`src/rtl/als_sample_ctrl.sv`:
```
// -----------------------------------------------------------------------------
// als_sample_ctrl
//
// Paces reads from an ambient-light-sensor SPI reader. A free-running period
// counter offers a read opportunity once every PERIOD_CYCLES clocks. Each
// opportunity issues a single-cycle read strobe and then waits a bounded time
// for the reader's answer. Answered samples are averaged over windows of
// 2^AVG_LOG2 samples. Unanswered requests raise a sticky timeout flag.
//
// Optional feature macro: ALS_MINMAX_EN
//   defined   : per-window minimum/maximum tracking drives min_o/max_o
//   undefined : no tracker logic; min_o and max_o are constant 0
//
// Parameters
//   PERIOD_CYCLES  clk_i cycles between read-request opportunities (>= 4)
//   TIMEOUT_CYCLES maximum clk_i cycles from rd_req_o to valid_i
//   AVG_LOG2       log2 of samples per averaging window (1..6)
//
// Ports
//   clk_i        in   system clock, rising edge
//   rst_i        in   asynchronous active-high reset
//   rd_req_o     out  single-cycle read strobe to the ALS SPI reader
//   valid_i      in   single-cycle strobe qualifying value_i
//   value_i      in   [7:0] unsigned ALS sample
//   clear_i      in   synchronous clear of window state and timeout flag
//   avg_o        out  [7:0] average of last completed window
//   avg_valid_o  out  one-cycle pulse when avg_o/min_o/max_o update
//   min_o        out  [7:0] minimum sample of last completed window
//   max_o        out  [7:0] maximum sample of last completed window
//   timeout_o    out  sticky: a request got no valid_i in time
// -----------------------------------------------------------------------------
module als_sample_ctrl #(
    parameter int PERIOD_CYCLES  = 100000,
    parameter int TIMEOUT_CYCLES = 64,
    parameter int AVG_LOG2       = 3
) (
    input  logic       clk_i,
    input  logic       rst_i,
    output logic       rd_req_o,
    input  logic       valid_i,
    input  logic [7:0] value_i,
    input  logic       clear_i,
    output logic [7:0] avg_o,
    output logic       avg_valid_o,
    output logic [7:0] min_o,
    output logic [7:0] max_o,
    output logic       timeout_o
);

    localparam int DATA_W = 8;
    localparam int ACC_W  = DATA_W + AVG_LOG2;
    localparam int PCNT_W = $clog2(PERIOD_CYCLES);
    localparam int TCNT_W = $clog2(TIMEOUT_CYCLES + 1);

    localparam logic [1:0] ST_IDLE = 2'd0;
    localparam logic [1:0] ST_REQ  = 2'd1;
    localparam logic [1:0] ST_WAIT = 2'd2;

    localparam logic [PCNT_W-1:0]   PCNT_LAST  = PCNT_W'(PERIOD_CYCLES - 1);
    localparam logic [TCNT_W-1:0]   TCNT_LIMIT = TCNT_W'(TIMEOUT_CYCLES);
    localparam logic [AVG_LOG2-1:0] CNT_FULL   = '1;

    // Window average: plain truncation of the full-window sum. The sum is
    // DATA_W + AVG_LOG2 bits wide, so the shifted result always fits DATA_W.
    function automatic logic [DATA_W-1:0] window_avg(input logic [ACC_W-1:0] sum);
        return DATA_W'(sum >> AVG_LOG2);
    endfunction

    logic [PCNT_W-1:0]   pcnt;
    logic [TCNT_W-1:0]   tcnt;
    logic [1:0]          state;
    logic [ACC_W-1:0]    acc;
    logic [AVG_LOG2-1:0] cnt;

    logic             period_exp;
    logic             sample_take;
    logic             window_done;
    logic [ACC_W-1:0] sum_next;

    assign period_exp  = (pcnt == PCNT_LAST);
    // clear_i has priority over a coincident sample
    assign sample_take = (state == ST_WAIT) && valid_i && !clear_i;
    assign window_done = sample_take && (cnt == CNT_FULL);
    assign sum_next    = acc + ACC_W'(value_i);

    // Period counter: free-running, independent of clear_i
    always_ff @(posedge clk_i or posedge rst_i) begin
        if (rst_i) begin
            pcnt <= '0;
        end else if (period_exp) begin
            pcnt <= '0;
        end else begin
            pcnt <= pcnt + PCNT_W'(1);
        end
    end

    // Request FSM. rd_req_o is registered out of the REQ state, so the strobe
    // is seen during the first WAIT cycle, with the timeout counter at 0.
    // An expiry seen outside IDLE is simply dropped.
    always_ff @(posedge clk_i or posedge rst_i) begin
        if (rst_i) begin
            state     <= ST_IDLE;
            rd_req_o  <= 1'b0;
            tcnt      <= '0;
            timeout_o <= 1'b0;
        end else begin
            rd_req_o <= 1'b0;
            if (clear_i) begin
                state     <= ST_IDLE;
                tcnt      <= '0;
                timeout_o <= 1'b0;
            end else begin
                case (state)
                    ST_IDLE: begin
                        if (period_exp) begin
                            state <= ST_REQ;
                        end
                    end
                    ST_REQ: begin
                        rd_req_o <= 1'b1;
                        tcnt     <= '0;
                        state    <= ST_WAIT;
                    end
                    ST_WAIT: begin
                        if (valid_i) begin
                            state <= ST_IDLE;
                        end else if (tcnt == TCNT_LIMIT) begin
                            state     <= ST_IDLE;
                            timeout_o <= 1'b1;
                        end else begin
                            tcnt <= tcnt + TCNT_W'(1);
                        end
                    end
                    default: begin
                        state <= ST_IDLE;
                    end
                endcase
            end
        end
    end

    // Window accumulator and average output
    always_ff @(posedge clk_i or posedge rst_i) begin
        if (rst_i) begin
            acc         <= '0;
            cnt         <= '0;
            avg_o       <= '0;
            avg_valid_o <= 1'b0;
        end else begin
            avg_valid_o <= 1'b0;
            if (clear_i) begin
                acc <= '0;
                cnt <= '0;
            end else if (window_done) begin
                avg_o       <= window_avg(sum_next);
                avg_valid_o <= 1'b1;
                acc         <= '0;
                cnt         <= '0;
            end else if (sample_take) begin
                acc <= sum_next;
                cnt <= cnt + AVG_LOG2'(1);
            end
        end
    end

`ifdef ALS_MINMAX_EN
    logic [DATA_W-1:0] min_trk;
    logic [DATA_W-1:0] max_trk;
    logic [DATA_W-1:0] min_q;
    logic [DATA_W-1:0] max_q;
    logic [DATA_W-1:0] min_next;
    logic [DATA_W-1:0] max_next;

    assign min_next = (value_i < min_trk) ? value_i : min_trk;
    assign max_next = (value_i > max_trk) ? value_i : max_trk;

    // Trackers restart empty (min at full scale, max at zero) every window
    always_ff @(posedge clk_i or posedge rst_i) begin
        if (rst_i) begin
            min_trk <= '1;
            max_trk <= '0;
            min_q   <= '0;
            max_q   <= '0;
        end else if (clear_i) begin
            min_trk <= '1;
            max_trk <= '0;
        end else if (window_done) begin
            min_q   <= min_next;
            max_q   <= max_next;
            min_trk <= '1;
            max_trk <= '0;
        end else if (sample_take) begin
            min_trk <= min_next;
            max_trk <= max_next;
        end
    end

    assign min_o = min_q;
    assign max_o = max_q;
`else
    assign min_o = '0;
    assign max_o = '0;
`endif

endmodule

```
`config.mk`:
```
export PLATFORM = sky130hd
export DESIGN_NAME = als_sample_ctrl
export DESIGN_NICKNAME = d
export VERILOG_FILES = /design/src/rtl/als_sample_ctrl.sv
export SDC_FILE = /design/constraint.sdc
export NUM_CORES = 1
export LEC_CHECK = 0
export BUFFER_PORTS_ARGS = -buffer_cell sky130_fd_sc_hd__buf_4
export CAP_MARGIN = 20
export CORE_ASPECT_RATIO = 1.25
export CORE_MARGIN = 8
export CORE_UTILIZATION = 61
export DETAILED_ROUTE_END_ITERATION = 12
export GPL_ROUTABILITY_DRIVEN = 0
export HOLD_SLACK_MARGIN = 0.15
export PLACE_DENSITY = 0.89
export SETUP_SLACK_MARGIN = 0.2
export SLEW_MARGIN = 20
export SYNTH_ARGS = -nofsm -noshare
export SYNTH_HDL_FRONTEND = slang
export SYNTH_SLANG_ARGS = --single-unit
```
`constraint.sdc`:
```
create_clock -name clk_i -period 3.9 [get_ports clk_i]
set_input_delay 0.39 -clock clk_i [delete_from_list [all_inputs] [get_ports clk_i]]
set_output_delay 0.39 -clock clk_i [all_outputs]
set_load 0.005 [all_outputs]
```
Yosys cells after proc, flatten, opt, wreduce, memory -nomap -nowiden. Index checks and enable logic that the tools add are counted.

Add/sub/neg operators: 4. Equal/unequal tests: 10. Mux-type cells: 24. Bitwise gates (word level): 1. Reduce and logical (&&, ||, !) cells: 13.

Operator list (number): 11-bit 2-to-1 mux (3); 7-bit 2-to-1 mux (3); 17-bit by 1-bit adder with 17-bit output, second input constant (1); 17-bit equality test, second input constant (1); 17-bit 2-to-1 mux (1); 7-bit case mux with 2 select lines (1); 11-bit by 8-bit adder with 11-bit output (1); 3-bit 2-to-1 mux (3); 3-bit != test, second input constant (3); 1-bit 2-to-1 mux (8); 2-bit 2-to-1 mux (4); 7-bit by 1-bit adder with 7-bit output, second input constant (1); 7-bit equality test, second input constant (1); 2-bit case mux with 3 select lines (1); 3-bit AND reduction (2); 3-bit nonzero test (2); 4-bit by 3-bit != test with 1-bit output, second input constant (1); 2-bit AND reduction (2); 2-bit nonzero test (2); 3-bit by 1-bit adder with 3-bit output, second input constant (1); 3-bit equality test, second input constant (1); 1-bit logical AND (3); 2-bit by 1-bit equality test with 1-bit output, second input constant (1); 2-bit equality test, second input constant (1); 4 further kinds (4).

Flip-flop bits (word level): 51. Input port bits: 12. Output and inout bits: 27. Word-level logic and storage cells: 61.

Depth between registers and ports, before layout. Gate-level depths: netlist (run 1).

Word-level depth: 6. Gate-level depth with buffers: 7. Gate-level depth less buffers: 7.

Least setup slack after synthesis (run 1). Ideal clock, no wire load.

Path type: input -> register. Start point: input port value_i[0]. End point: register avg_o[3]. Library setup time: 0.125 ns. Arrival: 1.724 ns. Data required time: 3.775 ns. Slack: 2.051 ns. Stages on the path: 7. Buffers on the path: 0. Cells stage by stage: ha_1 -> fa_1 -> nand3_1 -> nand2_1 -> a31oi_1 -> xnor2_1 -> mux2_2.

Longest elaborated chain between the ends: 1.

Ends and longest elaborated chain: from (decl) (line 41) `input logic [7:0] value_i,`; 11-bit by 8-bit adder with 11-bit output (line 84) `assign sum_next = acc + ACC_W'(value_i);`; to (signal assigned) (line 155) `avg_o <= window_avg(sum_next);`; to (decl) (line 43) `output logic [7:0] avg_o,`.

No other way between the ends. A chain may end at the register's enable or synchronous reset.

Worst setup path after layout (run 1).
Start point: register cnt[0]. End point: register acc[8].

Longest elaborated chain between the ends: 4. Elaborated cells between the ends (all ways): 5. Those cells by class: eq/ne (1); mux (2); reduce/logical (2).

Ends and longest elaborated chain: from (decl) (line 73) `logic [AVG_LOG2-1:0] cnt;`; from (signal assigned) (line 161) `cnt <= cnt + AVG_LOG2'(1);`; 3-bit equality test (*) (line 83) `assign window_done = sample_take && (cnt == CNT_FULL);`; 1-bit logical AND (*) (line 83); 11-bit 2-to-1 mux (line 154) `end else if (window_done) begin`; 11-bit 2-to-1 mux (line 151) `if (clear_i) begin`; to (signal assigned) (line 160) `acc <= sum_next;`; to (decl) (line 72) `logic [ACC_W-1:0] acc;`.

Mark *: on every way between the ends. The rest lies on a longest branch, timed or not.

==> metrics.md, run 1 <==
| Metric | Value |
|---|---|
| Slew Limit Fails | 0 |
| Chip width | 75.6 um |
| Antenna diodes | 0 |
| CP Launch Point | cnt[0]$_DFFE_PP0P_ |
| Total power | 0.871 mW |
| Most numerous cell in the Yosys netlist | dfrtp_1 |
| Distinct cell type count after synthesis | 48 |
| Post-synth EDFFs | 0 |
| CTS buffer count | 5 |
| Starting density of the core | a little over three fifths |
| # setup viols final | 0 |
| Startpoint Class | register |
| Post-synth top area share | a little under half |
| Chip height | 90.5 um |
| Die Area | 6840 um2 |
| Largest net degree at the start of global routing | 52 |
| DRC | 0 |
| Number of routed nets with antenna violations | 0 |
| Maxcap violations | 0 |
| DR iter-0 viols | around 120 |
| Kind of critical path | register to register |
| CP arrival | around 2.4 ns |
| Clock Pin Slew Worst Setup and Hold Paths | approximately 0.090 ns |
| Worst r2r src | cnt[0]$_DFFE_PP0P_ |
| Worst setup EP type | register |
| Post-CTS Hold Buffers | 0 |
| Std cell rows | 27 |
| Root Driver | clkbuf_8 |
| Pwr dens | 295 nW/um2 |
| GRT Overall Usage | 16.2% |
| Global-route wire length before repair | 8760 um |
| Vias per cell | around 5.5 |
| Lkg Pwr | around 1.4 nW |
| Post-CTS Setup Inserts | 0 |
| Maximum clock insertion buffer count | 2 |
| PnR worst setup slack | between 1.5 and 2 ns |
| Hold Crit Class | primary input to asynchronous set/reset pin |
| Final net count | 306 |
| Layout area overhead | 9.05% |
| Final Hold Fails | 0 |
| First-pass iteration count of the detailed router | 4 |
| Routed via count | 1,875 |
| Max VDD drop | 211 uV |
| Synth Instances | between 200 and 300 |
| Seq cells post-synth | just over 50 |
| Proportion of synthesized chip area in sequential cells | a little under half |
| Port bufs | 22 |
| Final worst-path cycle share | between 50 and 60% |
| CTS tree | done |
| Share of layout cells above drive strength 1 | approximately 15% |
| Post-DR wirelength/cell | 15.2 um |
| Ranking of synthesized cells by area | dfrtp_1 (47%), xnor2_1 (6.1%), ha_1 (6.0%) |
| Worst-path fanout max | 11 |
| Vias in the first global route | ~2,000 |
| Htree depth | 2 |
| Ys Warns | 0 |
| WHS | 0.239 ns |
| Final WL | between 5000 and 6000 um |
| RSZ-0062 raised after global routing | false |
| Clock skew | 0.00972 ns |
| Commonest cells in the netlist | dfrtp_1 (51), nor2_1 (23), xnor2_1 (19) |
| Ys flop type | dfrtp_1 |
| Synth async-reset ratio | between 90% and 100% |
| Largest area contributor in the netlist | dfrtp_1 |
| Post-CTS resize count | 0 |
| Syn Area/Cell | approximately 11 um2 |
| Placeable Area | about 4300 um2 |
| Clk_lat worst skew | ~0.3 ns |
| Synthesized area | roughly 2700 um2 |
| Worst slack, placed | between 1.5 and 2 ns |
| Top Ports | 39 |
| Initial antenna violation count | 0 |
| Setup Total Neg Slack | 0 ns |
| Status | finished clean |
| Dpl hpwl | around 3700 um |
| Critical Path RT | 4.13 ns |
| Worst-Margin Slew | 0.906 ns |
| Worst slew margin | a little under 40% |
| Congestion Overflow GR | 0 |
| Min cycle time layout | 2.16 ns |
| Clock Sinks | 51 |
| Max Clock Freq | between 400 and 500 MHz |
==> routing by layer <==
| layer | global-route usage, % | wire, um | share of wire (%) | vias to the layer above |
|---|---|---|---|---|
| met4 | 5.95 | 98 | 1.9 | 0 |
| met3 | 3.67 | 243 | 4.7 | 12 |
| met5 | 0 | 0 | 0 | - |
| met1 | 19.0 | 2110 | 41 | 915 |
| li1 | - | - | - | 905 |
| met2 | 27.4 | 2680 | 52 | 43 |
==> layout by cell type (no fill, tap or decap), types with 3 or more instances in the layout <==
cell type  instances
o21ai_1            7
nor3_2             3
xor2_1            11
buf_4             22
nand2_1           15
a21o_1             5
mux2_1             3
nor4_1             3
a21oi_1            8
nand4_1            7
conb_1            16
and4_1             3
clkbuf_8           6
dfrtp_1           51
nor2_1            23
and2_1             4
ha_1              13
inv_1              6
a22o_1             8
nor2b_1            3
xnor2_1           19
nand3_1            9
==> area by class of cell <==
cell class	count	area, um2
fillers	330	1370
multi-input cells	192	1320
flip-flops and latches	51	1280
repair buffers	22	165
clock buffers	6	82.6
well taps	58	72.6
inverters	8	31.3
clock inverters	1	5.00
==> final timing paths <==
path / to / slack [ns] / depth (start not counted)
max: acc[8]$_DFFE_PP0P_ / 1.74 / 6
min: pcnt[2]$_DFF_PP0_ / 0.24 / 2
max reg2reg: acc[8]$_DFFE_PP0P_ / 1.74 / 6
min reg2reg: pcnt[0]$_DFF_PP0_ / 0.47 / 1
max in group asynchronous: tcnt[1]$_DFFE_PP0P_ / 3.15 / 2
min in group clk_i: timeout_o$_DFFE_PP0P_ / 0.37 / 2
==> critical path, cell delays in order, from the launching register on <==
cell     delay (ns)
dfrtp_1        0.39
ha_1           0.20
ha_1           0.21
nor3_2         0.61
inv_1          0.18
or3_1          0.40
o21ai_1        0.10
==> kinds of logic after synthesis <==
group | Yosys count | synth area share, %
other | 1 | 0.138
and+or+nand+nor | 85 | 17.0
adders and majority gates | 14 | 6.74
AOI/OAI and AO/OA | 41 | 10.7
muxes | 6 | 2.45
DFF | 51 | 47.1
xor gates and xnor gates | 30 | 9.70
buffers and inverters | 28 | 6.19
==> per-stage QoR <==
step | area, um2 | util (%) | cells
after floorplan | 2770 | - | 271
after detailed placement | 2870 | 66.3 | 331
final | 2960 | 68.3 | 338
after global routing | 2960 | 68.3 | 338
after CTS | 2950 | 68.3 | 338
after global placement | 2870 | 66.3 | 331
==> registers in the layout, indices dropped and copies added (netlist names) <==
| signal | count |
|---|---|
| pcnt | 17 |
| acc | 11 |
| avg_o | 8 |
| tcnt | 7 |
| cnt | 3 |
| state | 2 |
| avg_valid_o | 1 |
| rd_req_o | 1 |
| timeout_o | 1 |
==> power by group <==
| part | switching, mW | total [mW] | internal, mW |
|---|---|---|---|
| Combinational | 0.0291 | 0.0424 | 0.0132 |
| Sequential | 0.00000117 | 0.528 | 0.528 |
| Clock | 0.161 | 0.300 | 0.139 |
Note: power is estimated with default switching activity, not from simulation.
==> inputs of run 2 (changes only) <==
--- a/config.mk
+++ b/config.mk
@@ -9,11 +9,11 @@
 export CAP_MARGIN = 20
 export CORE_ASPECT_RATIO = 1.25
 export CORE_MARGIN = 8
-export CORE_UTILIZATION = 61
+export CORE_UTILIZATION = 57
 export DETAILED_ROUTE_END_ITERATION = 12
 export GPL_ROUTABILITY_DRIVEN = 0
 export HOLD_SLACK_MARGIN = 0.15
-export PLACE_DENSITY = 0.89
+export PLACE_DENSITY = 0.85
 export SETUP_SLACK_MARGIN = 0.2
 export SLEW_MARGIN = 20
 export SYNTH_ARGS = -nofsm -noshare
==> constraint.sdc (replaced) <==
create_clock -name clk_i -period 2.15 [get_ports clk_i]
set_input_delay 0.215 -clock clk_i [delete_from_list [all_inputs] [get_ports clk_i]]
set_output_delay 0.215 -clock clk_i [all_outputs]
set_load 0.005 [all_outputs]
==> metrics.md, run 2 (same netlist as run 1, synthesis figures left out) <==
| Metric | Value |
|---|---|
| Worst-path fanout max | 3 (-8) |
| Top flop regs | pcnt: 17 flops, acc: 11 flops, avg_o: 8 flops |
| Multi-input logic area | 1340 um2 (+1.3%) |
| Fin area | 3030 um2 (+2.4%) |
| RR Endpoint | avg_o[3]$_DFFE_PP0P_ |
| Max VDD drop | 454 uV (+110%) |
| Setup Total Neg Slack | 0 ns (unchanged) |
| Met3 routed WL | 240 um (-1.2%) |
| Congestion Overflow GR | 0 (unchanged) |
| Pwr dens | 539 nW/um2 (+83%) |
| Worst-Margin Slew | 0.660 ns (-0.246 ns) |
| Layout area overhead | 11.6% |
| # setup viols final | 0 (unchanged) |
| Uppermost layer routed | met4 |
| Root Driver | clkbuf_8 |
| Max reg flops | 17 (unchanged) |
| Critical Path RT | 2.36 ns (-1.77 ns) |
| Clock Sinks | 51 (unchanged) |
| Final Hold Fails | 0 (unchanged) |
| Std cell rows | 28 (+3.7%) |
| Clock skew | 0.00836 ns (-0.00135 ns) |
| Slew Limit Fails | 0 (unchanged) |
| Commonest non-fill, non-tap cell in the layout | dfrtp_1 |
| Startpoint Class | register |
| Maximum clock insertion buffer count | 2 (unchanged) |
| FF-to-FF path depth | 7 (+1) |
| Kind of critical path | register to register |
| Routed via count | 1,916 (+2.2%) |
| Worst setup EP type | register |
| Chip width | 77.7 um (+2.7%) |
| Initial antenna violation count | 0 (unchanged) |
| Metal2 WL | 2630 um (-1.8%) |
| Hold Path Cell Cnt | 2 |
| Min cycle time layout | 1.83 ns (-0.324 ns) |
| CTS tree | done |
| DRC | 0 (unchanged) |
| Htree depth | 2 (unchanged) |
| Clock Pin Slew Worst Setup and Hold Paths | 0.10 ns (about the same) |
| Worst r2r src | acc[0]$_DFFE_PP0P_ |
| Antenna diodes | 0 (unchanged) |
| Total power | 1.63 mW (+87%) |
| Starting density of the core | 58.2% (-4.5 points) |
| Worst slew margin | 55.9% (+16 points) |
| Vias per cell | 5.54 (-0.18%) |
| Die Area | 7230 um2 (+5.6%) |
| Top Ports | 39 (unchanged) |
| CTS buffer count | 5 (unchanged) |
| Chip height | 93.1 um (+2.8%) |
| Lkg Pwr | 1.43 nW (+1.9%) |
| Cell Area, Placed | 2890 um2 (+0.87%) |
| RSZ-0062 raised after global routing | false |
| Max Clock Freq | 545 MHz (+18%) |
| Final net count | 311 (+1.6%) |
| Min-Delay Startpoint | clear_i |
| First-pass iteration count of the detailed router | 4 (unchanged) |
| R2r setup slk | 0.32 ns (-1.43 ns) |
| Maxcap violations | 0 (unchanged) |
| CP arrival | 2.04 ns (-0.35 ns) |
| Hold Crit Class | primary input to register |
| Reg with most FFs | pcnt |
| Post-DR wirelength/cell | 14.7 um (-3.2%) |
| Reg area | 1280 um2 (unchanged) |
| Placed cells | 336 (+1.5%) |
| Share of layout cells above drive strength 1 | 17.8% (+3.2 points) |
| Hold EP | cnt[1]$_DFFE_PP0P_ |
| Number of routed nets with antenna violations | 0 (unchanged) |
| Most frequent cells in the layout | dfrtp_1 (51), buf_4 (26), nor2_1 (23), xnor2_1 (19), conb_1 (16) |
| Fin cells | 346 (+2.4%) |
| Clk_lat worst skew | 0.31 ns (about the same) |
| Status | finished clean |
| Final worst-path cycle share | 85.3% (+30 points) |
| Dpl hpwl | 3780 um (+2.6%) |
| Placeable Area | 4660 um2 (+7.8%) |
| Global-route wire length before repair | 9160 um (+4.6%) |
| Wl on met1 | 2090 um (-0.62%) |
| CP Launch Point | acc[0]$_DFFE_PP0P_ |
| Largest net degree at the start of global routing | 33 (-37%) |
| DR iter-0 viols | 69 (-40%) |
| GRT Overall Usage | 15.5% (-0.73 points) |
| Layout fillers | 399 (+21%) |
| Port bufs | 22 (unchanged) |
| Final WL | 5080 um (-0.94%) |
| Vias in the first global route | 2,014 (+1.8%) |
| Final Util | 64.9% (-3.4 points) |
[run 2: metal layers]
metal	global-route usage [%]	up-vias
li1	-	924
met1	16.9	940
met2	27.4	42
met3	4.03	10
met4	7.10	0
met5	0	-
[run 2: area by class of cell]
cell class,count,share of cell area [%]
clock inverters,2,0.538
repair buffers,27,6.78
flip-flops and latches,51,42.2
clock buffers,6,2.73
well taps,60,2.48
multi-input cells,192,44.3
inverters,8,0.993
[run 2: worst max-delay path by stage]
stage	slack [ns]	to	depth (start not counted)
after floorplan	0.34	avg_o[3]$_DFFE_PP0P_	7
after global placement	0.27	avg_o[3]$_DFFE_PP0P_	7
after detailed placement	0.21	avg_o[3]$_DFFE_PP0P_	7
after CTS	0.25	avg_o[4]$_DFFE_PP0P_	6
after global routing	0.20	avg_o[4]$_DFFE_PP0P_	6
final	0.32	avg_o[3]$_DFFE_PP0P_	7
[run 2: stage by stage]
stage | worst slack (ns) | hold WS, ns
2_1_floorplan | 0.338 | 0.421
3_3_place_gp | 0.271 | 0.357
3_5_place_dp | 0.212 | 0.365
4_1_cts | 0.248 | 0.168
5_1_grt | 0.202 | 0.183
6_report | 0.316 | 0.185
[run 2: where the power goes]
group | internal, mW | total, mW | switching [mW]
registers | 0.958 | 0.958 | 0.00000208
clock network | 0.263 | 0.589 | 0.326
logic | 0.0280 | 0.0819 | 0.0539
total | 1.25 | 1.63 | 0.380
[run 2: what timing repair did]
action,CTS,global route
hold buffers,1,0
setup buffers,0,1
resized for setup,1,4
hold endpoints to repair,30,0
setup endpoints to repair,1,14
[run 2: worst max-delay path: stages, from the launching register on]
cell and delay [ns]:
dfrtp_1 0.40, ha_2 0.21, fa_2 0.36, nand3_1 0.12, nand2_1 0.10, a31oi_2 0.20, xnor2_1 0.09, mux2_2 0.26
